### src/rtl/exp_taylor_pkg.sv
// ---------------------------------------------------------------------------
// exp_taylor_pkg
// Shared widths and constants for the pipelined e^x Taylor unit.
//   Input  : unsigned Q1.11 (IN_W bits)
//   Output : unsigned Q3.17 (OUT_W bits)
//   R4..R1 : round(2^17 / k), so that multiplying by R_k and shifting
//            right by FRAC_OUT divides a Q.17 value by k.
// ---------------------------------------------------------------------------
package exp_taylor_pkg;

    localparam int IN_W     = 12;
    localparam int OUT_W    = 20;
    localparam int FRAC_IN  = 11;
    localparam int FRAC_OUT = 17;

    // Intermediate widths: X*a, b = (X*a) >> 11, b*R
    localparam int PROD_W = IN_W + OUT_W;      // 32
    localparam int B_W    = PROD_W - FRAC_IN;  // 21
    localparam int R_W    = 18;
    localparam int BR_W   = B_W + R_W;         // 39

    localparam logic [OUT_W-1:0] F = 20'd131072;  // 1.0 in Q.17

    localparam logic [R_W-1:0] R4 = 18'd32768;
    localparam logic [R_W-1:0] R3 = 18'd43691;
    localparam logic [R_W-1:0] R2 = 18'd65536;
    localparam logic [R_W-1:0] R1 = 18'd131072;

    // Input edge to output-valid edge distance, in clocks.
    localparam int LATENCY = 4;

endpackage

### src/rtl/exp_taylor_stage.sv
// ---------------------------------------------------------------------------
// exp_taylor_stage
// One Horner step: a_out = F + floor(floor(X * a_in / 2^11) * R / 2^17).
// The operand X travels alongside so the next stage sees the same sample.
//
// Ports
//   clk, rst_n   clock, async active-low reset
//   x_i          operand X for this sample (Q1.11)
//   a_i          previous Horner term a_(k+1) (Q.17)
//   valid_i      x_i / a_i carry a live sample
//   x_o          registered X
//   a_o          registered a_k (Q.17)
//   valid_o      registered valid
//
// Flow control is valid-only: a sample is live in a cycle exactly when its
// valid bit is 1; there is no ready/backpressure, so valid advances every
// clock and data registers load only when the accompanying valid is 1.
// ---------------------------------------------------------------------------
module exp_taylor_stage
    import exp_taylor_pkg::*;
#(
    parameter logic [R_W-1:0] R = R1
) (
    input  logic             clk,
    input  logic             rst_n,
    input  logic [IN_W-1:0]  x_i,
    input  logic [OUT_W-1:0] a_i,
    input  logic             valid_i,
    output logic [IN_W-1:0]  x_o,
    output logic [OUT_W-1:0] a_o,
    output logic             valid_o
);

    logic [PROD_W-1:0] xa;
    logic [B_W-1:0]    b;
    logic [BR_W-1:0]   br;
    logic [OUT_W-1:0]  c;
    logic              unused_bits;

    logic [IN_W-1:0]  x_q, x_d;
    logic [OUT_W-1:0] a_q, a_d;
    logic             v_q, v_d;

    // x * a in Q.28, truncated back to Q.17
    assign xa = PROD_W'(x_i) * PROD_W'(a_i);
    assign b  = xa[FRAC_IN +: B_W];

    // Divide by k via reciprocal multiply; the quotient always fits OUT_W
    // because the final result stays below 2^20 for every X < 2.
    assign br = BR_W'(b) * BR_W'(R);
    assign c  = br[FRAC_OUT +: OUT_W];

    // Truncated fractional bits and provably-zero top bits.
    assign unused_bits = ^{xa[FRAC_IN-1:0], br[FRAC_OUT-1:0],
                           br[BR_W-1:FRAC_OUT+OUT_W]};

    always_comb begin
        x_d = x_q;
        a_d = a_q;
        v_d = valid_i;
        if (valid_i) begin
            x_d = x_i;
            a_d = F + c;
        end
    end

    always_ff @(posedge clk or negedge rst_n) begin
        if (!rst_n) begin
            x_q <= '0;
            a_q <= '0;
            v_q <= 1'b0;
        end else begin
            x_q <= x_d;
            a_q <= a_d;
            v_q <= v_d;
        end
    end

    assign x_o     = x_q;
    assign a_o     = a_q;
    assign valid_o = v_q;

endmodule

### src/rtl/exp_taylor_pp.sv
// ---------------------------------------------------------------------------
// exp_taylor_pp
// Fully pipelined e^x for x in [0,2), 4th-order Taylor in Horner form:
//   1 + x(1 + x/2(1 + x/3(1 + x/4)))
// Input rank plus four Horner stages (k = 4, 3, 2, 1); 4-cycle latency,
// one sample per clock, no stalls.
//
// Ports
//   clk          clock, rising edge
//   rst_n        async active-low reset; clears every rank
//   iData        x, unsigned Q1.11
//   iDataValid   iData is live this cycle
//   oData        e^x, unsigned Q3.17; holds last result while invalid
//   oDataValid   oData is live this cycle (one pulse per input)
//
// Flow control is valid-only: valid shifts through all five ranks every
// clock; each data rank loads only when its accompanying valid is 1.
// ---------------------------------------------------------------------------
module exp_taylor_pp
    import exp_taylor_pkg::*;
(
    input  logic             clk,
    input  logic             rst_n,
    input  logic [IN_W-1:0]  iData,
    input  logic             iDataValid,
    output logic [OUT_W-1:0] oData,
    output logic             oDataValid
);

    logic [IN_W-1:0] x_q, x_d;
    logic            v_q, v_d;

    logic [IN_W-1:0]  x4, x3, x2, x1;
    logic [OUT_W-1:0] a4, a3, a2, a1;
    logic             v4, v3, v2, v1;
    logic             unused_x;

    always_comb begin
        x_d = iDataValid ? iData : x_q;
        v_d = iDataValid;
    end

    always_ff @(posedge clk or negedge rst_n) begin
        if (!rst_n) begin
            x_q <= '0;
            v_q <= 1'b0;
        end else begin
            x_q <= x_d;
            v_q <= v_d;
        end
    end

    // Innermost term starts from a5 = 1.0.
    exp_taylor_stage #(.R(R4)) u_stage4 (
        .clk(clk), .rst_n(rst_n),
        .x_i(x_q), .a_i(F),  .valid_i(v_q),
        .x_o(x4),  .a_o(a4), .valid_o(v4)
    );

    exp_taylor_stage #(.R(R3)) u_stage3 (
        .clk(clk), .rst_n(rst_n),
        .x_i(x4), .a_i(a4), .valid_i(v4),
        .x_o(x3), .a_o(a3), .valid_o(v3)
    );

    exp_taylor_stage #(.R(R2)) u_stage2 (
        .clk(clk), .rst_n(rst_n),
        .x_i(x3), .a_i(a3), .valid_i(v3),
        .x_o(x2), .a_o(a2), .valid_o(v2)
    );

    exp_taylor_stage #(.R(R1)) u_stage1 (
        .clk(clk), .rst_n(rst_n),
        .x_i(x2), .a_i(a2), .valid_i(v2),
        .x_o(x1), .a_o(a1), .valid_o(v1)
    );

    // The last stage's X copy has no consumer.
    assign unused_x = ^x1;

    assign oData      = a1;
    assign oDataValid = v1;

endmodule

### config.mk
export PLATFORM = sky130hd
export DESIGN_NAME = exp_taylor_pp
export DESIGN_NICKNAME = d
export VERILOG_FILES = /design/src/rtl/exp_taylor_pkg.sv /design/src/rtl/exp_taylor_stage.sv /design/src/rtl/exp_taylor_pp.sv
export SDC_FILE = /design/constraint.sdc
export NUM_CORES = 2
export LEC_CHECK = 0
export BUFFER_PORTS_ARGS = -buffer_cell sky130_fd_sc_hd__buf_4
export CAP_MARGIN = 30
export CORE_UTILIZATION = 70
export CTS_BUF_LIST = sky130_fd_sc_hd__clkbuf_8
export CTS_CLUSTER_SIZE = 25
export DETAILED_ROUTE_END_ITERATION = 8
export GPL_TIMING_DRIVEN = 0
export PLACE_DENSITY = 0.87
export SYNTH_ARGS = -nofsm -noshare
export SYNTH_HDL_FRONTEND = slang
export SYNTH_SLANG_ARGS = --single-unit
### constraint.sdc
create_clock -name clk -period 32 [get_ports clk]
set_input_delay 1.6 -clock clk [delete_from_list [all_inputs] [get_ports clk]]
set_output_delay 1.6 -clock clk [all_outputs]
set_load 0.03 [all_outputs]
==> flow_summary.toml <==
[timing]
hold_viol_final = 0
slew_headroom_pct = 44.6
worst_pin_slew_ns = 0.825
period_minus_slack_ns = 12.99
report.final.setup_viol = 0
timing.final.crit_share_pct = 40.6
setup_tns_ns = 0
fmax_mhz = 77.0
fin_skew_ns = 0.0193
rsz0062_at_grt = "false"
maxSlewViolCount = 0

[flow_run]
drv_cap = 0

[grt]
antenna_found_initial = 0
overflow = 0
grt_pass1_wl_mm = 110
grt_pass1_vias = 22500
track_usage_pct = 34.4
grt_max_degree = 88

[routing]
drt_iter0_drc = 1315
drc = 0
wire_per_inst_um = 18.3
ant_nets = 0
routed_via_density = 5.71
routed_wl_mm = 65.1
vias = 20300
dr.pass1.iters = 6

[layout]
final_cell_mix = "inv_1 (726), fa_1 (557), nand2_1 (385), ha_1 (354), and2_1 (206)"
area_growth_pct = 4.77
fill_cells = 2693
drive_gt1_share_pct = 5.95
antennaDiodeCount = 0
ff_latch_area_um2 = 2850
final_common_cell = "inv_1"
multiInputGateArea_um2 = 22200
fin_nets = 3937

[worst_setup_path]
cp.arrival_ns = 13.39
critPathMostFrequentCell = "fa_1"
slowest_delay_ns = 0.63
critical_path_class = "register to register"
start_kind = "register"
cp-startpoint = "u_stage4.x_o[5]$_DFFE_PN0P_"
crit_fanout = 10
endpoint_kind = "register"
crit_required_ns = 32.41
crit_end = "u_stage3.a_o[19]$_DFFE_PN0P_"
r2r_slack_ns = 19.01
worstReg2RegStart = "u_stage4.x_o[5]$_DFFE_PN0P_"
worst-r2r-cell-count = 46
r2r_end = "u_stage3.a_o[19]$_DFFE_PN0P_"
crit_slowest_cell = "fa_1"

[logic_synthesis]
yosysUniqueCellTypes = 70
netlist_area_um2 = 28200
synth_edf_count = 0
synth_ff_type = "dfrtp_1"
postSynthCellCount = 2956
async_reset_ff_share_pct = 100
ys_ff_latch = 114
synth_nets = 3882
synth_area_per_cell_um2 = 9.54
ys_warn_count = 0
seq_area_frac_synth_pct = 10.1

[cts]
clkLatencyLatePin_ns = 0.50
clock_sinks = 114
cts_resized = 0
clock-root-buffer = "clkbuf_8"
cts_inserted_buffers = 17
cts_tree = "done"
cts_hold_buf = 0
post-cts-setup-buffers = 0
htreeDepth = 4
clock_path_buffers = 2
clkSlewWorstSetupHoldPaths_ns = 0.10

[placement]
port_buffers = 35
hpwl_mm = 55.7
gp_congestion = 0.956

[outcome]
status = "finished clean"

[hold_path]
hold_path_class = "register to register"
holdCritStartpoint = "v_q$_DFF_PN0_"

[floorplanning]
fp.coreArea_um2 = 39700
core.rowCount = 73
die_area_um2 = 41100
start_util_pct = 71.0
io_pins = 36
die_y_um = 203
die_w_um = 203
## cell usage after synthesis, types with 5 or more instances
cell | count | area, um2
a211o_1 | 5 | 43.8
a211oi_1 | 6 | 45.0
a21o_1 | 37 | 278
a21oi_1 | 56 | 280
and2_1 | 206 | 1290
and3_1 | 6 | 37.5
clkbuf_1 | 110 | 413
dfrtp_1 | 114 | 2850
fa_1 | 557 | 11200
ha_1 | 354 | 4430
inv_1 | 726 | 2730
mux2_2 | 88 | 991
nand2_1 | 385 | 1450
nand2b_1 | 12 | 75.1
nand3_1 | 14 | 70.1
nor2_1 | 44 | 165
nor2b_1 | 16 | 100
nor3_1 | 16 | 80.1
o21a_1 | 8 | 60.1
o21ai_0 | 28 | 140
o21bai_1 | 5 | 37.5
xnor2_1 | 57 | 499
xor2_1 | 30 | 263
## critical path, delay by kind of cell, from the launching register on
family,cells,cell delay (ns)
xor gates and xnor gates,3,0.76
and+or+nand+nor,9,1.27
DFF,1,0.61
buffers and inverters,8,0.94
AOI/OAI and AO/OA,12,3.13
adders and majority gates,14,6.17
## layout make-up
cell class | count | share of cell area [%]
buffer | 114 | 1.45
clock buffer | 17 | 0.792
clock inverter | 15 | 0.542
inverter | 726 | 9.22
multi-input combinational | 2002 | 75.1
sequential | 114 | 9.66
tap | 525 | 2.22
timing repair buffer | 36 | 0.995
## how the worst min path moves through the flow
stage	endpoint	slack (ns)	depth (start not counted)
after floorplan	u_stage3.valid_o$_DFF_PN0_	0.35	0
after global placement	u_stage4.valid_o$_DFF_PN0_	0.36	0
after detailed placement	u_stage4.valid_o$_DFF_PN0_	0.36	0
after CTS	u_stage3.valid_o$_DFF_PN0_	0.39	0
after global routing	u_stage3.valid_o$_DFF_PN0_	0.41	0
final	u_stage4.valid_o$_DFF_PN0_	0.39	0
## metal layers
metal  up-vias  routed length (um)  global-route usage (%)
li1       8993                   -                       -
met1     10200               25200                    42.9
met2       798               33000                    59.7
met3       231                3710                    4.33
met4         0                3180                    16.3
met5         -                   0                       0
## state kept, by name, indices dropped and copies added (netlist names), 2 cells and up
signal        count
u_stage4.x_o     11
u_stage2.x_o     12
u_stage2.a_o     20
x_q              12
u_stage3.x_o     12
u_stage4.a_o      2
u_stage1.a_o     20
u_stage3.a_o     20
## kinds of logic after synthesis
| group | share of synthesized area [%] |
|---|---|
| flops | 10.1 |
| simple gates | 12.2 |
| xor+xnor | 2.76 |
| mux | 3.57 |
| compound gates | 4.91 |
| buf+inv | 11.2 |
| fa+ha+maj | 55.3 |
## through the flow
step	hold slack, ns	instance area, um2	utilization, %	cells	setup WS (ns)
finish	0.391	29500	74.4	3549	19.01
global route	0.408	29500	74.4	3549	18.41
CTS	0.393	29500	74.4	3549	19.10
detailed placement	0.365	29100	73.4	3517	19.13
global placement	0.359	29100	73.3	3516	19.45
floorplan	0.352	28200	-	2956	21.14
Power is left out: the tool's default activity adds up to more than one toggle a clock period on the data nets, which glitch-free logic cannot reach.
